`src/rtl/key_repeat_filter.sv`:
```
// Turns a held keycode into frame-aligned press/auto-repeat events, with frame_clk synchronised into the Clk domain.
// Latency: key_out/key_tick update on the 3rd Clk edge after frame_clk rises (+/-1 cycle of sampling uncertainty).
// Backpressure: none; key_out holds for a full frame. Build option KEYFILT_WASD_ONLY_EN passes only the W/A/S/D codes.
module key_repeat_filter #(
  parameter int REPEAT_DELAY = 30,
  parameter int REPEAT_RATE  = 6
) (
  input  logic       Clk,
  input  logic       Reset_n,
  input  logic       frame_clk,
  input  logic [7:0] keycode_in,
  output logic [7:0] key_out,
  output logic       key_tick,
  output logic       key_held
);

  typedef enum logic [1:0] {IDLE, DELAY, REPEAT} state_t;

  // Counter reload values; the counter reaches zero on the tick that should emit.
  localparam logic [7:0] DELAY_LOAD = 8'(REPEAT_DELAY - 1);
  localparam logic [7:0] RATE_LOAD  = 8'(REPEAT_RATE - 1);

  logic       fsync1, fsync2, fprev;
  logic       tick;
  logic [7:0] k_q, k_f;
  state_t     state_q, state_d;
  logic [7:0] cnt_q, cnt_d;
  logic [7:0] cur_q, cur_d;
  logic [7:0] key_out_d;

  // Synchronise frame_clk and keep its previous value for rising-edge detection.
  always_ff @(posedge Clk or negedge Reset_n) begin
    if (!Reset_n) begin
      fsync1 <= 1'b0;
      fsync2 <= 1'b0;
      fprev  <= 1'b0;
    end else begin
      fsync1 <= frame_clk;
      fsync2 <= fsync1;
      fprev  <= fsync2;
    end
  end

  assign tick = fsync2 & ~fprev;

  // Register the raw keycode every cycle; the FSM consumes it only on ticks.
  always_ff @(posedge Clk or negedge Reset_n) begin
    if (!Reset_n) k_q <= 8'h00;
    else          k_q <= keycode_in;
  end

  // Optional key filter: anything outside W/A/S/D is treated as no key.
  always_comb begin
`ifdef KEYFILT_WASD_ONLY_EN
    k_f = (k_q == 8'h04 || k_q == 8'h07 || k_q == 8'h16 || k_q == 8'h1A) ? k_q : 8'h00;
`else
    k_f = k_q;
`endif
  end

  // State register: FSM state, counter, held code and event outputs advance only on ticks.
  always_ff @(posedge Clk or negedge Reset_n) begin
    if (!Reset_n) begin
      state_q  <= IDLE;
      cnt_q    <= 8'h00;
      cur_q    <= 8'h00;
      key_out  <= 8'h00;
      key_tick <= 1'b0;
    end else begin
      key_tick <= tick;
      if (tick) begin
        state_q <= state_d;
        cnt_q   <= cnt_d;
        cur_q   <= cur_d;
        key_out <= key_out_d;
      end
    end
  end

  // Next-state logic: a new or changed code restarts the delay, a zero counter emits the held code.
  always_comb begin
    state_d   = state_q;
    cnt_d     = cnt_q;
    cur_d     = cur_q;
    key_out_d = 8'h00;
    case (state_q)
      IDLE: begin
        if (k_f != 8'h00) begin
          key_out_d = k_f;
          cur_d     = k_f;
          cnt_d     = DELAY_LOAD;
          state_d   = DELAY;
        end
      end
      DELAY, REPEAT: begin
        if (k_f == 8'h00) begin
          state_d = IDLE;
        end else if (k_f != cur_q) begin
          key_out_d = k_f;
          cur_d     = k_f;
          cnt_d     = DELAY_LOAD;
          state_d   = DELAY;
        end else if (cnt_q == 8'h00) begin
          key_out_d = cur_q;
          cnt_d     = RATE_LOAD;
          state_d   = REPEAT;
        end else begin
          cnt_d = cnt_q - 8'd1;
        end
      end
      default: begin
        state_d = IDLE;
      end
    endcase
  end

  // Output logic: a key counts as held in either counting state.
  always_comb begin
    key_held = (state_q != IDLE);
  end

endmodule

```
`config.mk`:
```
export PLATFORM = sky130hd
export DESIGN_NAME = key_repeat_filter
export DESIGN_NICKNAME = d
export VERILOG_FILES = /design/src/rtl/key_repeat_filter.sv
export SDC_FILE = /design/constraint.sdc
export NUM_CORES = 1
export LEC_CHECK = 0
export BUFFER_PORTS_ARGS = -buffer_cell sky130_fd_sc_hd__buf_4
export CORE_MARGIN = 2
export CORE_UTILIZATION = 43
export CTS_CLUSTER_DIAMETER = 80
export CTS_CLUSTER_SIZE = 20
export DETAILED_ROUTE_END_ITERATION = 7
export PLACE_DENSITY = 0.59
export SLEW_MARGIN = 20
export SYNTH_ARGS = -nofsm -noshare
export SYNTH_HDL_FRONTEND = slang
export SYNTH_SLANG_ARGS = --single-unit
export TNS_END_PERCENT = 100
```
`constraint.sdc`:
```
create_clock -name Clk -period 2.6 [get_ports Clk]
set_input_delay 0.13 -clock Clk [delete_from_list [all_inputs] [get_ports Clk]]
set_output_delay 0.13 -clock Clk [all_outputs]
set_load 0.05 [all_outputs]
```
# == Word-level counts from Yosys, hierarchy flattened ==
# Index checks and enable logic that the tools add are counted.
# word_totals
reg_bits,38
latchBits,0
ramBits,0
mem_bits_ro,0
output_inout_bits,10
memories,0
# op_classes
addsub,1
mul,0
div_mod_pow,0
order_cmp,0
eq_ne,7
n_shift,0
n_mux,19
bitwise,2
reduce_logical,10
# op_table
op,n
$mux 8,11
$pmux 8 s2,3
$logic_not 8->1,2
$mux 2,4
$ne 8x8->1,1
$reduce_bool 8->1,1
$sub 8x1->8 const B,1
$ne 2x2->1 const B,3
$reduce_and 5->1,1
$ne 4x4->1 const B,1
$pmux 2 s2,1
$reduce_and 4->1,1
$reduce_bool 2->1,2
$reduce_and 3->1,1
$eq 2x1->1 const B,1
$eq 2x2->1 const B,1
$logic_not 2->1,1
$reduce_or 2->1,1
$and 1x1->1,1
$not 1->1,1

# == Logic depth before layout (Yosys ltp) ==
# Gate-level depths: netlist (run 1).
# depth
word_depth,5
depth_mapped,7
mapped_depth_nobuf,7

# == Least setup slack after synthesis (run 1) ==
# Ideal clock, no wire load.
# synth_timing
path_type,register -> register
startpoint,"register k_q[0], in the netlist k_f[0]"
endpoint,register cnt_q[5]
setup_time_ns,0.122
arrival_ns,1.775
required_time_ns,2.478
setup_slack_ns,0.703
stages_incl_launch_ff,7
n_path_buf,1
period_less_slack_ns,1.897
cell_sequence,dfrtp_1 > or4_1 > or2_1 > buf_4 > o21ai_4 > nor2_2 > a32o_1
# synth_via
elab_chain_len,4
word_cells_on_any_way,9
cone_classes,eq/ne: 3; mux: 3; reduce/logical: 3
# synth_lines
element,line_no,text
from (decl),25,"logic [7:0] k_q, k_f;"
from (signal assigned),49,else k_q <= keycode_in;
$ne 8x8->1,98,end else if (k_f != cur_q) begin
$mux 8,98,
$mux 8,96,if (k_f == 8'h00) begin
$pmux 8 s2,86,case (state_q)
to (signal assigned),73,cnt_q <= cnt_d;
to (decl),27,"logic [7:0] cnt_q, cnt_d;"
# Several ways; a longest one is shown, not always the timed one. The select of a mux whose other input is x is not followed.
# A chain may end at the register's enable or synchronous reset.

# == Worst setup path after layout (run 1) ==
# layout_timing
startpoint,register state_q[1]
endpoint,register cur_q[2]
# layout_via
elab_chain_len,4
word_cells_on_any_way,10
cone_classes,eq/ne: 5; mux: 1; reduce/logical: 4
# layout_lines
element,line_no,text
from (decl),26,"state_t state_q, state_d;"
from (signal assigned),72,state_q <= state_d;
$eq 2x1->1 / $eq 2x2->1 (equally long branches),86,
$reduce_or 2->1,86,
$ne 2x2->1 (no line) / $reduce_bool 2->1 (equally long branches),n/a,
$reduce_and 5->1 (no line),n/a,
to (signal assigned),74,cur_q <= cur_d;
to (decl),28,"logic [7:0] cur_q, cur_d;"
# Several ways; a longest one is shown, not always the timed one.

==> impl_metrics.csv, run 1 <==
group,metric,value,unit
grt,grt_pass1_wl,6.98,mm
detailed_routing,drt_iter0_drc,97,
grt,grt_util_all_layers,0.174,
synth,avgSynthCellArea,10.5,µm²
sta,hold_viol_final,0,
cts,cts.clk_slew.worst_paths,80,ps
cts,clock_latency,290,ps
worst_setup_path,required,2780,ps
sta,rsz0062_at_grt,"false",
place,place_area,2130,µm²
layout,post-route-util,0.536,
synth,synth_edf_count,0,
layout,fin_nets,229,
synth,synthesis.area,1920,µm²
detailed_routing,routed-via-count,1498,
grt,grt_max_degree,39,
sta,worst_pin_slew,562,ps
layout,synthToLayoutAreaGrowth,20.9,%
floorplan,io_pins,21,
place,dpl.hpwl,2.93,mm
floorplan,die_x,70.8,µm
detailed_routing,wire_per_inst,15.2,µm
synth,ys.flop_type,"dfrtp_1",
cts,cts_made_buffers,5,
floorplan,start_util,0.443,
floorplan,dieArea,5010,µm²
sta,maxSlewViolCount,0,
synth,synthTopCellsByCount,"38 x dfrtp_1, 18 x nand3_1, 11 x a21oi_1, 11 x nand2_1, 10 x nor2_1",
grt,grt_pass1_vias,1433,
status,status,"complete, no violations",
synth,synth_top_area_share,0.496,
cts,cts_tree,"yes",
synth,syn_inst,183,
grt,overflow,0,
synth,ys_seq_elements,38,
worst_setup_path,cp_max_fo,13,
layout,antennaDiodeCount,0,
detailed_routing,viasPerCell,5.59,
job,cap_violations,0,
synth,async_flop_share,1.00,
pwr,power,1.71,mW
synth,yosysTopAreaCell,"dfrtp_1",
layout,design_area,2320,µm²
pwr,irDropWorstVdd,380,µV
sta,maxSlewHeadroom,0.624,
synth,synth_nets,197,
cts,cts_sinks,38,
sta,finClkSkew,3.71,ps
worst_setup_path,crit_type,"flop to flop",
floorplan,core,4320,µm²
cts,cts_root_buffer,"clkbuf_8",
grt,grt_antenna_before_repair,0,
pwr,leakage,0.993,nW
place,numPortBuffers,20,
detailed_routing,first_pass_iters,4,
pwr,pwr_density_cell,736,nW/µm²
synth,yosys-top-cells-area,"dfrtp_1 50%, mux2_1 5.3%, nand3_1 4.7%, xor2_1 3.7%, a21oi_1 2.9%",
worst_setup_path,start_kind,"flop",
place,place_congestion,0.826,
synth,yosysSeqAreaShare,0.496,
worst_setup_path,arrival,2340,ps
synth,synth_warnings,0,
cts,clk_path_buf_depth,2,
sta,layout_min_cycle_time,2160,ps
layout,drive_gt1_frac,0.199,
detailed_routing,final_antenna_net_count,0,
cts,htree_num_levels,2,
sta,setup_viol,0,
min_path,hp-class,"input port to async pin",
cts,ctsResizeCount,0,
sta,max_freq,462,MHz
synth,synth_cell_types,39,
floorplan,die_h,70.8,µm
worst_setup_path,cp-end-kind,"flop",
detailed_routing,finalWirelength,4.08,mm
floorplan,rows,24,
synth,synth_most_common_cell,"dfrtp_1",
sta,tns,0,ps
detailed_routing,drc,0,
sta,min_period_over_period,0.833,
cts,post-cts-setup-buffer-count,0,
[kinds of logic (layout without fill, tap and decap cells)]
group                      after synthesis  after routing  synth area share
and+or+nand+nor                         62             62             0.191
AOI/OAI and AO/OA                       46             46             0.164
DFF                                     38             38             0.496
buffers and inverters                   16             49            0.0339
muxes                                   10             10            0.0581
xor gates and xnor gates                 8              8            0.0366
adders and majority gates                3              3            0.0196
[registers in the layout, indices dropped and copies added (netlist names)]
name	flops
cnt_q	8
cur_q	8
fprev	1
fsync1	1
fsync2	1
k_f	8
key_out	8
key_tick	1
state_q	2
[critical path, stage by stage (launching register included)]
cell and delay, ps:
dfrtp_1 380, inv_1 50, ha_1 490, nor2_1 210
nor4b_4 530, mux2_1 380
[timing repair]
action	CTS	global route
setup endpoints to repair	0	0
endpoints found under the hold margin	47	0
hold buffers	10	0
[area by class of cell]
class                      instances  area (µm²)
sequential                        38         951
timing repair buffer              35         288
inverter                           6        22.5
clock buffer                       5        68.8
fill                             413        2010
multi-input combinational        129         901
tap                               52        65.1
clock inverter                     3        21.3
[where the power goes]
group,total (mW),switching (mW),internal (mW)
Sequential,0.749,0.0699,0.679
Clock,0.405,0.217,0.188
Combinational,0.553,0.349,0.204
Total,1.71,0.635,1.07
[worst paths after layout]
check,slack [ps],cells after the start,from,endpoint
setup / recovery,440,5,state_q[1],cur_q[2]
hold / removal,340,2,Reset_n,key_out[4]
setup reg to reg,440,5,state_q[1],cur_q[2]
hold reg to reg,350,0,fsync1,fsync2
max in group asynchronous,1930,2,Reset_n,cnt_q[4]
min in group Clk,350,0,fsync1,fsync2
[cell usage in the layout, fill, tap and decap left out, types with 3 or more instances in the layout]
| master | synthesis | routed |
|---|---|---|
| a31oi_1 | 3 | 3 |
| xor2_1 | 8 | 8 |
| nand3_1 | 18 | 18 |
| mux2_1 | 9 | 9 |
| nor2_1 | 10 | 10 |
| o2bb2ai_1 | 3 | 3 |
| o31ai_1 | 7 | 7 |
| o21ai_1 | 8 | 8 |
| clkbuf_8 | 0 | 5 |
| ha_1 | 3 | 3 |
| dlygate4sd3_1 | 0 | 10 |
| dfrtp_1 | 38 | 38 |
| nor3_1 | 4 | 4 |
| a22oi_1 | 7 | 7 |
| inv_1 | 6 | 6 |
| buf_4 | 1 | 25 |
| nand2_1 | 11 | 11 |
| a21oi_1 | 11 | 11 |
[through the flow]
stage	hold slack (ps)	setup WS, ps	std cells
final	340	435	268
after global routing	356	288	268
after CTS	351	419	268
after detailed placement	131	431	250
after global placement	113	510	250
after floorplan	-166	703	183
[layer usage]
layer / wire (µm) / up-vias / global-route usage
met1: 1980 / 716 / 0.245
met3: 240 / 10 / 0.0484
li1: - / 727 / -
met4: 56 / 0 / 0.0524
met5: 0 / - / 0
met2: 1800 / 45 / 0.265
Note: power is estimated with default switching activity, not from simulation.
==> inputs of run 2 (changes only) <==
clock period = 2.1 ns   (was 2.6 ns; I/O delays follow)
==> impl_metrics.csv, run 2 (same netlist as run 1, synthesis figures left out) <==
group,metric,value,unit
worst_setup_path,crit_start,"k_f[4]",
detailed_routing,wire_per_inst,14.6,µm
layout,drive_gt1_frac,0.229,
sta,min_period_over_period,0.954,
job,cap_violations,0,
floorplan,dieArea,5010,µm²
floorplan,io_pins,21,
grt,overflow,0,
cts,cts_made_buffers,5,
cts,clock_latency,290,ps
cts,cts_root_buffer,"clkbuf_8",
detailed_routing,drc,0,
worst_setup_path,rr_worst_depth,6,
floorplan,rows,24,
min_path,hp-class,"input port to async pin",
layout,nFillCells,367,
sta,layout_min_cycle_time,2000,ps
worst_setup_path,r2r-start,"k_f[4]",
floorplan,die_h,70.8,µm
detailed_routing,first_pass_iters,5,
worst_setup_path,crit_type,"flop to flop",
worst_setup_path,required,2300,ps
cts,cts_sinks,38,
detailed_routing,drt_iter0_drc,158,
grt,grt_max_degree,39,
place,dpl.hpwl,3.01,mm
sta,hold_viol_final,0,
layout,regArea,951,µm²
sta,finClkSkew,8.71,ps
grt,grt_antenna_before_repair,0,
worst_setup_path,regToRegSetupSlack,100,ps
place,numPortBuffers,20,
layout,stdcell_count,275,
cts,clk_path_buf_depth,2,
pwr,pwr_density_cell,995,nW/µm²
place,place_congestion,0.862,
pwr,power,2.42,mW
cts,htree_num_levels,2,
floorplan,core,4320,µm²
worst_setup_path,cp-end-kind,"flop",
layout,final_cell_mix,"38 x dfrtp_1, 32 x buf_4, 17 x nand3_1",
cts,cts.clk_slew.worst_paths,80,ps
detailed_routing,viasPerCell,5.57,
worst_setup_path,arrival,2210,ps
sta,max_freq,499,MHz
cts,cts_tree,"yes",
layout,final_common_cell,"dfrtp_1",
status,status,"complete, no violations",
place,dp_cells,257,
sta,worst_pin_slew,459,ps
grt,grt_pass1_vias,1482,
grt,grt_pass1_wl,7.03,mm
sta,maxSlewHeadroom,0.694,
layout,antennaDiodeCount,0,
layout,multi_input_area,906,µm²
layout,synthToLayoutAreaGrowth,26.6,%
layout,fin_nets,236,
detailed_routing,routed-via-count,1533,
sta,maxSlewViolCount,0,
pwr,leakage,1.05,nW
worst_setup_path,cp_max_fo,8,
floorplan,start_util,0.443,
worst_setup_path,r2r-end,"key_out[5]",
detailed_routing,final_antenna_net_count,0,
detailed_routing,finalWirelength,4.02,mm
pwr,irDropWorstVdd,517,µV
worst_setup_path,start_kind,"flop",
floorplan,die_x,70.8,µm
sta,setup_viol,0,
grt,grt_util_all_layers,0.179,
run 2: cell count changes in the layout (fill, tap and decap cells not counted):
| cell | change |
|---|---|
| clkbuf_8 | +1 |
| bufinv_16 | +2 |
| clkinv_4 | -1 |
| clkinvlp_4 | -1 |
| buf_4 | +7 |
| clkinv_2 | -1 |
| nand3_1 | -1 |
| nand3_2 | +1 |
run 2: power breakdown:
group / switching (mW) / leakage [nW] / internal (mW) / total (mW)
combinational: 0.453 / 0.535 / 0.287 / 0.740
clock: 0.239 / 0.0714 / 0.506 / 0.746
sequential: 0.0893 / 0.448 / 0.841 / 0.930
total: 0.781 / 1.05 / 1.63 / 2.42
run 2: final cells by class:
class / instances / share of cell area
Multi-Input combinational cell: 129 / 0.373
Timing Repair Buffer: 42 / 0.140
Clock buffer: 6 / 0.0340
Inverter: 6 / 0.00928
Sequential cell: 38 / 0.392
Tap cell: 52 / 0.0268
Clock inverter: 2 / 0.0247
run 2: metrics by stage:
stage / util / TNS (ps) / instance area (µm²) / hold slack (ps) / setup WS [ps]
6_report: 0.561 / 0 / 2430 / 310 / 96.1
5_1_grt: 0.561 / -446 / 2430 / 342 / -89.6
4_1_cts: 0.560 / 0 / 2420 / 324 / 119
3_5_place_dp: 0.504 / 0 / 2180 / 94.6 / 130
3_3_place_gp: 0.504 / 0 / 2180 / 91.9 / 132
2_1_floorplan: - / 0 / 1920 / -191 / 203
run 2: what timing repair did:
action | in CTS | in global routing
endpoints found under the setup margin | 0 | 1
hold buffers | 10 | 0
buffers inserted | 0 | 0
endpoints found under the hold margin | 47 | 0
resized for setup | 0 | 1
run 2: worst max path at each step:
stage               slack (ps)          to  cells after the start
floorplan                  200    cnt_q[5]                      6
global placement           130    cnt_q[5]                      5
detailed placement         130    cur_q[2]                      5
CTS                        120    cur_q[2]                      5
global route               -90  key_out[5]                      6
finish                     100  key_out[5]                      6
run 2: critical path: stages (launching register included):
cell and delay (ps):
dfrtp_1 440, xor2_1 170, nor4_2 400, nand3_2 190, buf_4 200, or3_1 360
a31oi_1 170
run 2: per-layer routing:
| metal | track usage | vias up | share of wire | routed length (µm) |
|---|---|---|---|---|
| li1 | - | 742 | - | - |
| met1 | 0.251 | 730 | 0.47 | 1870 |
| met2 | 0.271 | 55 | 0.47 | 1900 |
| met3 | 0.0456 | 6 | 0.049 | 196 |
| met4 | 0.0650 | 0 | 0.014 | 55 |
| met5 | 0 | - | 0 | 0 |
==> inputs of run 3 (changes only) <==
--- a/config.mk
+++ b/config.mk
@@ -9,5 +9,4 @@
 export CORE_MARGIN = 2
 export CORE_UTILIZATION = 43
-export CTS_CLUSTER_DIAMETER = 80
 export CTS_CLUSTER_SIZE = 20
 export DETAILED_ROUTE_END_ITERATION = 7
==> constraint.sdc (replaced) <==
create_clock -name Clk -period 1.9 [get_ports Clk]
set_input_delay 0.095 -clock Clk [delete_from_list [all_inputs] [get_ports Clk]]
set_output_delay 0.095 -clock Clk [all_outputs]
set_load 0.1 [all_outputs]
==> impl_metrics.csv, run 3 (same netlist as run 1, synthesis figures left out) <==
group,metric,value,unit
status,status,"finished, violations left",
status,violations,"negative setup slack",
layout,final_common_cell,"buf_4",
sta,setup_viol,1,
layout,antennaDiodeCount,0,
pwr,pwr_density_cell,1060,nW/µm²
layout,fin_nets,267,
grt,grt_util_all_layers,0.193,
detailed_routing,route.met2.wl,2.08,mm
worst_setup_path,worst-path-stages,5,
sta,maxSlewViolCount,0,
floorplan,die_h,70.8,µm
detailed_routing,wl_met1,2.13,mm
layout,drive_gt1_frac,0.362,
cts,clk_path_buf_depth,2,
place,dp_cells,275,
layout,stdcell_count,306,
worst_setup_path,r2r-start,"k_f[5]",
job,cap_violations,0,
cts,cts.clk_slew.worst_paths,80,ps
sta,worst_pin_slew,468,ps
grt,overflow,0,
sta,worst_slack,-8.65,ps
worst_setup_path,cp_max_fo,4,
grt,grt_max_degree,39,
sta,hold_viol_final,0,
floorplan,start_util,0.443,
worst_setup_path,cp_slowest_stage_delay,570,ps
pwr,leakage,1.22,nW
cts,cts_sinks,38,
worst_setup_path,cp-end-kind,"flop",
worst_setup_path,r2r-end,"cnt_q[5]",
min_path,hp-class,"input port to async pin",
worst_setup_path,crit_family,"simple AND/OR/NAND/NOR gates",
worst_setup_path,rr_worst_depth,5,
sta,min_period_over_period,1.00,
pwr,clkPwrFrac,0.232,
cts,cts_tree,"yes",
sta,rsz0062_at_grt,"true",
pwr,internal-power,1.75,mW
worst_setup_path,start_kind,"flop",
detailed_routing,routed-via-count,1640,
pwr,pwr-share-comb,0.411,
floorplan,core,4320,µm²
sta,maxSlewHeadroom,0.688,
cts,cts_made_buffers,5,
sta,finClkSkew,8.41,ps
pwr,seqPwrFrac,0.357,
detailed_routing,final_antenna_net_count,0,
grt,grt_antenna_before_repair,0,
place,dpl.hpwl,3.20,mm
detailed_routing,drt_iter0_drc,81,
grt,grt_pass1_wl,7.58,mm
detailed_routing,routed-wl-met3,198,µm
floorplan,rows,24,
sta,layout_min_cycle_time,1910,ps
worst_setup_path,critPathBufInv,0,
worst_setup_path,cpMaxStageDelayCell,"or4_4",
layout,design_area,2690,µm²
place,numPortBuffers,20,
detailed_routing,first_pass_iters,4,
detailed_routing,wire_per_inst,14.6,µm
worst_setup_path,crit_type,"flop to flop",
sta,max_freq,524,MHz
detailed_routing,viasPerCell,5.36,
detailed_routing,top_layer_used,"met4",
layout,final_cell_mix,"58 x buf_4, 38 x dfrtp_1, 17 x nand3_1",
floorplan,dieArea,5010,µm²
worst_setup_path,regToRegSetupSlack,-9,ps
pwr,p_sw,1.10,mW
detailed_routing,finalWirelength,4.48,mm
pwr,irDropWorstVdd,550,µV
place,place_congestion,0.862,
worst_setup_path,crit_chain,"or4_4 > or2_4 > o21ai_4 > nor2_4 > a32o_1",
pwr,swShare,0.385,
place,place_area,2310,µm²
cts,htree_num_levels,2,
floorplan,io_pins,21,
worst_setup_path,required,2070,ps
cts,clock_latency,290,ps
worst_setup_path,arrival,2080,ps
floorplan,die_x,70.8,µm
grt,grt_pass1_vias,1594,
layout,synthToLayoutAreaGrowth,40.3,%
detailed_routing,drc,0,
cts,cts_root_buffer,"clkbuf_8",
==> run 3: changes by cell type in the layout (fill, tap and decap cells not counted), sizes merged <==
cell    previous run  this run
buf               32        63
clkinv             0         2
bufinv             2         1
clkbuf             6         5
==> run 3: metal layers <==
metal,track usage,vias up
li1,-,806
met1,0.270,781
met2,0.290,47
met3,0.0442,6
met4,0.0818,0
met5,0,-
==> run 3: area by class of cell <==
cell class              instances  area [µm²]
fillers                       361        1640
flip-flops and latches         38         951
inverters                       6        22.5
multi-input cells             129         950
well taps                      52        65.1
repair buffers                 73         592
clock buffers                   5        68.8
clock inverters                 3        40.0
==> run 3: power by group through the flow <==
stage                     Sequential [mW]  Combinational (mW)  Clock [mW]
after floorplan                      1.32               0.441           0
final                                1.02                1.17       0.661
after global placement               1.02                1.06           0
after detailed placement             1.03                1.07           0
after global routing                 1.03                1.24       0.721
after CTS                            1.02                1.09       0.684
==> run 3: worst max-delay path by stage <==
stage	from	endpoint	slack, ps
final	k_f[5]	cnt_q[5]	-9
after CTS	k_f[5]	cnt_q[1]	-9
after detailed placement	k_f[0]	cur_q[1]	-70
after global placement	k_f[0]	cur_q[5]	-40
after floorplan	k_f[0]	cnt_q[5]	3
after global routing	k_f[2]	cur_q[3]	-80
==> run 3: repair_timing <==
item | in CTS | in global routing
hold buffers | 10 | 0
setup buffers | 0 | 15
setup endpoints to repair | 15 | 25
pin swaps | 0 | 11
endpoints found under the hold margin | 47 | 0
gates resized for setup | 3 | 15
==> run 3: through the flow <==
step	setup WS [ps]	utilization	hold WS, ps	power, mW	setup TNS [ps]
after floorplan	3.17	-	-201	1.76	0
after global placement	-44.0	0.535	78.0	2.08	-453
after detailed placement	-70.1	0.535	94.0	2.10	-610
after CTS	-9.38	0.586	320	2.79	-9.38
after global routing	-79.4	0.622	340	2.99	-806
final	-8.65	0.622	305	2.84	-8.65
